<file path="config.mk">
export PLATFORM = sky130hd
export DESIGN_NAME = controller_scan_multi
export DESIGN_NICKNAME = d
export VERILOG_FILES = /design/src/rtl/controller_scan_multi.sv
export SDC_FILE = /design/constraint.sdc
export NUM_CORES = 1
export LEC_CHECK = 0
export BUFFER_PORTS_ARGS = -buffer_cell sky130_fd_sc_hd__buf_2
export CAP_MARGIN = 20
export CORE_MARGIN = 2
export CORE_UTILIZATION = 40
export DETAILED_ROUTE_END_ITERATION = 16
export SLEW_MARGIN = 20
export SYNTH_ARGS = -nofsm -noshare
export SYNTH_HDL_FRONTEND = slang
export SYNTH_SLANG_ARGS = --single-unit
export TNS_END_PERCENT = 30
</file>
<file path="constraint.sdc">
create_clock -name clk -period 7.75 [get_ports clk]
set_clock_uncertainty 0.15 [all_clocks]
set_input_delay 0 -clock clk [delete_from_list [all_inputs] [get_ports clk]]
set_output_delay 0 -clock clk [all_outputs]
set_load 0.01 [all_outputs]
</file>
<file path="src/rtl/controller_scan_multi.sv">
// Self-scanning joypad interface: one shared latch/clock pair, one serial data line per socket.
// Decodes SNES / GAMETANK pads per port with a two-frame type filter and per-port change flags.
module controller_scan_multi #(
  parameter int FREQ      = 21_500_000,
  parameter int PORTS     = 2,
  parameter int BITS      = 16,
  parameter int HALF_US   = 6,
  parameter int LATCH_US  = 12,
  parameter int PERIOD_US = 16000
) (
  input  logic                 clk,
  input  logic                 reset,
  input  logic                 scan_en,
  input  logic                 scan_now,
  output logic                 joy_strb,
  output logic                 joy_clk,
  input  logic [PORTS-1:0]     joy_data,
  output logic [12*PORTS-1:0]  buttons,
  output logic [PORTS-1:0]     ctrl_type,
  output logic [PORTS-1:0]     changed,
  output logic                 frame_valid,
  output logic                 busy
);

  localparam int TICK    = FREQ / 1_000_000;
  localparam int H       = TICK * HALF_US;
  localparam int L       = TICK * LATCH_US;
  localparam int P       = TICK * PERIOD_US;
  localparam int MAX_HL  = (H > L) ? H : L;
  localparam int MAX_CNT = (MAX_HL > P) ? MAX_HL : P;
  localparam int CW      = $clog2(MAX_CNT + 1);
  localparam int BW      = $clog2(BITS);

  localparam logic [CW-1:0] H_LAST   = CW'(H - 1);
  localparam logic [CW-1:0] L_LAST   = CW'(L - 1);
  // WAIT also holds the commit cycle itself, so it runs one cycle past P-1.
  localparam logic [CW-1:0] P_LAST   = CW'(P);
  localparam logic [BW-1:0] BIT_LAST = BW'(BITS - 1);

  typedef enum logic [2:0] {
    S_IDLE,
    S_LATCH,
    S_CLK_HIGH,
    S_CLK_LOW,
    S_WAIT
  } state_t;

  state_t          state, state_next;
  logic [CW-1:0]   cnt, cnt_next;
  logic [BW-1:0]   bit_cnt, bit_cnt_next;
  logic            shift_en, commit_en;

  logic [PORTS-1:0] sync1, sync2, pending, det;
  logic [BITS-1:0]  shift_buf [PORTS];
  logic [11:0]      decoded [PORTS];

  assign busy = (state == S_LATCH) || (state == S_CLK_HIGH) || (state == S_CLK_LOW);

  // Pin outputs are registered from the next state so they switch glitch-free with the state.
  always_ff @(posedge clk) begin
    if (reset) begin
      state    <= S_IDLE;
      cnt      <= '0;
      bit_cnt  <= '0;
      joy_strb <= 1'b0;
      joy_clk  <= 1'b1;
    end else begin
      state    <= state_next;
      cnt      <= cnt_next;
      bit_cnt  <= bit_cnt_next;
      joy_strb <= (state_next == S_LATCH);
      joy_clk  <= (state_next != S_CLK_LOW);
    end
  end

  always_comb begin
    state_next   = state;
    cnt_next     = cnt + CW'(1);
    bit_cnt_next = bit_cnt;
    shift_en     = 1'b0;
    commit_en    = 1'b0;
    case (state)
      S_IDLE: begin
        cnt_next = '0;
        if (scan_en || scan_now) state_next = S_LATCH;
      end
      S_LATCH: begin
        if (cnt == L_LAST) begin
          state_next   = S_CLK_HIGH;
          cnt_next     = '0;
          bit_cnt_next = '0;
        end
      end
      S_CLK_HIGH: begin
        if (cnt == H_LAST) begin
          state_next = S_CLK_LOW;
          cnt_next   = '0;
          shift_en   = 1'b1;
        end
      end
      S_CLK_LOW: begin
        if (cnt == H_LAST) begin
          cnt_next = '0;
          if (bit_cnt == BIT_LAST) begin
            commit_en  = 1'b1;
            state_next = S_WAIT;
          end else begin
            bit_cnt_next = bit_cnt + BW'(1);
            state_next   = S_CLK_HIGH;
          end
        end
      end
      S_WAIT: begin
        if (scan_now) begin
          state_next = S_LATCH;
          cnt_next   = '0;
        end else if (cnt == P_LAST) begin
          cnt_next   = '0;
          state_next = scan_en ? S_LATCH : S_IDLE;
        end
      end
      default: begin
        state_next = S_IDLE;
        cnt_next   = '0;
      end
    endcase
  end

  // Any activity above the 12 SNES bits marks a GAMETANK pad, which only reports 8 buttons.
  always_comb begin
    det = '0;
    for (int p = 0; p < PORTS; p++) begin
      decoded[p] = '0;
      det[p]     = |shift_buf[p][BITS-1:12];
      decoded[p] = det[p] ? {4'b0, shift_buf[p][7:0]} : shift_buf[p][11:0];
    end
  end

  always_ff @(posedge clk) begin
    if (reset) begin
      sync1       <= '1;
      sync2       <= '1;
      buttons     <= '0;
      ctrl_type   <= '0;
      pending     <= '0;
      changed     <= '0;
      frame_valid <= 1'b0;
      for (int p = 0; p < PORTS; p++) shift_buf[p] <= '0;
    end else begin
      sync1       <= joy_data;
      sync2       <= sync1;
      frame_valid <= commit_en;
      changed     <= '0;
      for (int p = 0; p < PORTS; p++) begin
        if (shift_en) shift_buf[p] <= {~sync2[p], shift_buf[p][BITS-1:1]};
        if (commit_en) begin
          buttons[12*p +: 12] <= decoded[p];
          changed[p]          <= (decoded[p] != buttons[12*p +: 12]);
          // Type flips only once two consecutive frames agree on the new type.
          if ((det[p] != ctrl_type[p]) && (det[p] == pending[p])) ctrl_type[p] <= det[p];
          pending[p] <= det[p];
        end
      end
    end
  end

endmodule

</file>
==> results.tsv <==
stage	metric	value	unit
detailed_routing	wirelength	8.18	mm
placed_design	portBuffers	37	
logic_synthesis	syn_inst	437	
floorplan	rows	37	
setup_path	critPathCaptureType	register	
sta	setup_tns	0	ns
clocking	post_cts_buffers	0	
global_route	grt_antenna_before_repair	0	
global_route	grt_overflow	0	
global_route	grt_pass1_vias	2907	
logic_synthesis	ys_ff_latch	95	
clocking	clk_latency	0.36	ns
logic_synthesis	synth_edf_count	32	
detailed_routing	detail-route-antenna-nets	0	
sta	fmax	390	MHz
clocking	root_buffer	clkbuf_8	
detailed_routing	wl_met3	287	µm
setup_path	reg2reg_depth	6	
sta	finalHoldViolCount	0	
logic_synthesis	synthArstFlopShare	0	
detailed_routing	wl_met2	3.88	mm
floorplan	io_pins	38	
sta	final_max_slew_viol_count	0	
sta	setup_viol	0	
logic_synthesis	yosysMostFrequentCell	dfxtp_1	
floorplan	die_h	107	µm
floorplan	start_util	0.409	
min_path	worstHoldEndpoint	frame_valid$_SDFF_PP0_	
sta	min_period_over_period	0.331	
setup_path	crit_type	reg -> reg	
layout	diodes	0	
clocking	clkTransAtPathRegs	0.09	ns
detailed_routing	firstDrtPassIters	4	
min_path	hold_class	in -> reg	
outcome	status	completed	
detailed_routing	via_count	3162	
sta	rsz0062_at_grt	false	
floorplan	fp.coreArea	10300	µm²
detailed_routing	post-route-drc-count	0	
setup_path	r2r_slack	5.18	ns
logic_synthesis	syn_area	4210	µm²
clocking	cts_tree	yes	
setup_path	crit_fanout	29	
layout	layout.nets	486	
logic_synthesis	synth-seq-area-share	0.528	
global_route	grt_max_degree	47	
logic_synthesis	yosysTopAreaCell	dfxtp_1	
power_and_ir_drop	p_per_area	183	nW/µm²
global_route	grt_pass1_wl	13.9	mm
clocking	clock_sinks	95	
setup_path	critPathLaunchType	register	
detailed_routing	post_drt_wl_per_cell	13.3	µm
detailed_routing	wl_met1	3.96	mm
logic_synthesis	netlist.area_leader.share	0.300	
logic_synthesis	avgSynthCellArea	9.62	µm²
clocking	cts_buffer_depth	2	
sta	slew_headroom	0.438	
min_path	hold_depth	2	
logic_synthesis	synth_nets	447	
detailed_routing	highest_layer	met4	
setup_path	rr_startpoint	state[1]$_SDFF_PP0_	
sta	layout_min_cycle_time	2.57	ns
placed_design	dp_slack	5.16	ns
clocking	htree_levels	3	
sta	fin_ws	5.18	ns
logic_synthesis	synthTopCellsByArea	dfxtp_1, edfxtp_1, xnor2_1, nand2_1, and2_1	
run	maxCapViolCount	0	
logic_synthesis	yosysWarnings	0	
detailed_routing	dr.first_iter.drc_count	130	
layout	syn_to_final_growth	12.7	%
layout	fillers	999	
detailed_routing	viasPerCell	5.12	
setup_path	cp_data_required_time	7.88	ns
floorplan	die_w	107	µm
setup_path	arrival	2.70	ns
setup_path	rr_endpoint	ctrl_type[0]$_SDFFE_PP0P_	
logic_synthesis	synth_top_flop_cell	dfxtp_1	
global_route	grt_usage	0.153	
logic_synthesis	synthTopCellsByCount	dfxtp_1, nand2_1, nor2_1	
placed_design	gp_congestion	0.823	
layout	drive_above_1_share	0.162	
floorplan	die-area	11300	µm²
sta	worst_pin_slew	0.843	ns
power_and_ir_drop	irDropWorstVdd	0.0845	mV
min_path	min-delay-start	reset	
logic_synthesis	ys_types	45	
placed_design	hpwlAfterDp	5.47	mm
power_and_ir_drop	p_leak	1.68	nW
clocking	numCtsBuffers	9	
-- flip-flops by register name, summed over array words and instances (netlist names), 2 cells and up --
signal,cells
ctrl_type,2
shift_buf,32
cnt,19
state,3
sync2,2
changed,2
buttons,24
pending,2
sync1,2
bit_cnt,4
-- worst max-delay path, stage by stage (launching register included) --
cell	delay, ns
dfxtp_1	0.45
or2b_2	0.38
nor4_1	0.44
nand3_2	0.61
nor2_1	0.24
o21ai_0	0.10
a21oi_1	0.12
-- metrics by stage --
stage                     hold WS (ns)  std cells  utilization  total power [mW]  cell area (µm²)
after floorplan                -0.0462        437            -             0.564             4210
after global placement          0.0342        596        0.439             0.573             4510
after detailed placement        0.0351        596        0.439             0.573             4510
after CTS                       0.0686        617        0.461             0.877             4740
after global routing             0.126        617        0.461             0.902             4740
final                           0.0935        617        0.461             0.865             4740
-- cells by family after synthesis --
| logic type | share of synthesized area |
|---|---|
| XOR/XNOR | 0.0812 |
| buffers and inverters | 0.0309 |
| multiplexers | 0.00238 |
| AO/OA/AOI/OAI | 0.0791 |
| AND/OR/NAND/NOR | 0.266 |
| flip-flops | 0.528 |
| adder cells (fa/ha/maj) | 0.0119 |
-- cell type report --
type / count / area, µm² / area share
Timing Repair Buffer: 48 / 280 / 0.0591
Tap cell: 136 / 170 / 0.0359
Clock buffer: 10 / 128 / 0.0269
Sequential cell: 95 / 2220 / 0.469
Clock inverter: 6 / 50.0 / 0.0106
Inverter: 6 / 22.5 / 0.00475
Multi-Input combinational cell: 316 / 1870 / 0.394
-- power breakdown --
| part | internal [mW] | switching, mW | leakage (nW) | total, mW |
|---|---|---|---|---|
| clock network | 0.122 | 0.179 | 0.0940 | 0.301 |
| logic | 0.0125 | 0.0163 | 0.767 | 0.0289 |
| registers | 0.524 | 0.0108 | 0.815 | 0.535 |
-- timing repair --
action,in CTS,in global routing
hold buffers,5,0
endpoints found under the hold margin,5,0
gates resized for setup,0,0
-- placed cells by master, fill, tap and decap left out, drive strengths merged, types with 10 or more instances in the layout --
cell type	netlist	final
dfxtp	63	63
nand2	51	51
nor2	46	46
buf	6	43
edfxtp	32	32
and2	30	30
a21oi	30	30
xnor2	30	30
nand3	27	27
nand4	12	12
nor4	12	12
o21ai	11	11
nor3	11	11
inv	6	11
clkbuf	14	10
-- metal layers --
| metal | vias to the layer above | track usage |
|---|---|---|
| met2 | 64 | 0.252 |
| li1 | 1590 | - |
| met4 | 0 | 0.0399 |
| met1 | 1502 | 0.198 |
| met3 | 6 | 0.0435 |
| met5 | - | 0 |
-- worst max path at each step --
stage | slack (ns) | endpoint | cells past startpoint | startpoint
after global placement | 4.88 | ctrl_type[1]$_SDFFE_PP0P_ | 6 | state[1]$_SDFF_PP0_
final | 5.18 | ctrl_type[0]$_SDFFE_PP0P_ | 6 | state[1]$_SDFF_PP0_
after floorplan | 4.39 | shift_buf[0][0]$_SDFFCE_PN0P_ | 4 | state[1]$_SDFF_PP0_
after global routing | 4.90 | ctrl_type[1]$_SDFFE_PP0P_ | 6 | state[1]$_SDFF_PP0_
after CTS | 5.14 | ctrl_type[0]$_SDFFE_PP0P_ | 6 | state[1]$_SDFF_PP0_
after detailed placement | 5.16 | ctrl_type[0]$_SDFFE_PP0P_ | 6 | state[1]$_SDFF_PP0_
No activity file was read; power rests on OpenSTA's default activity.
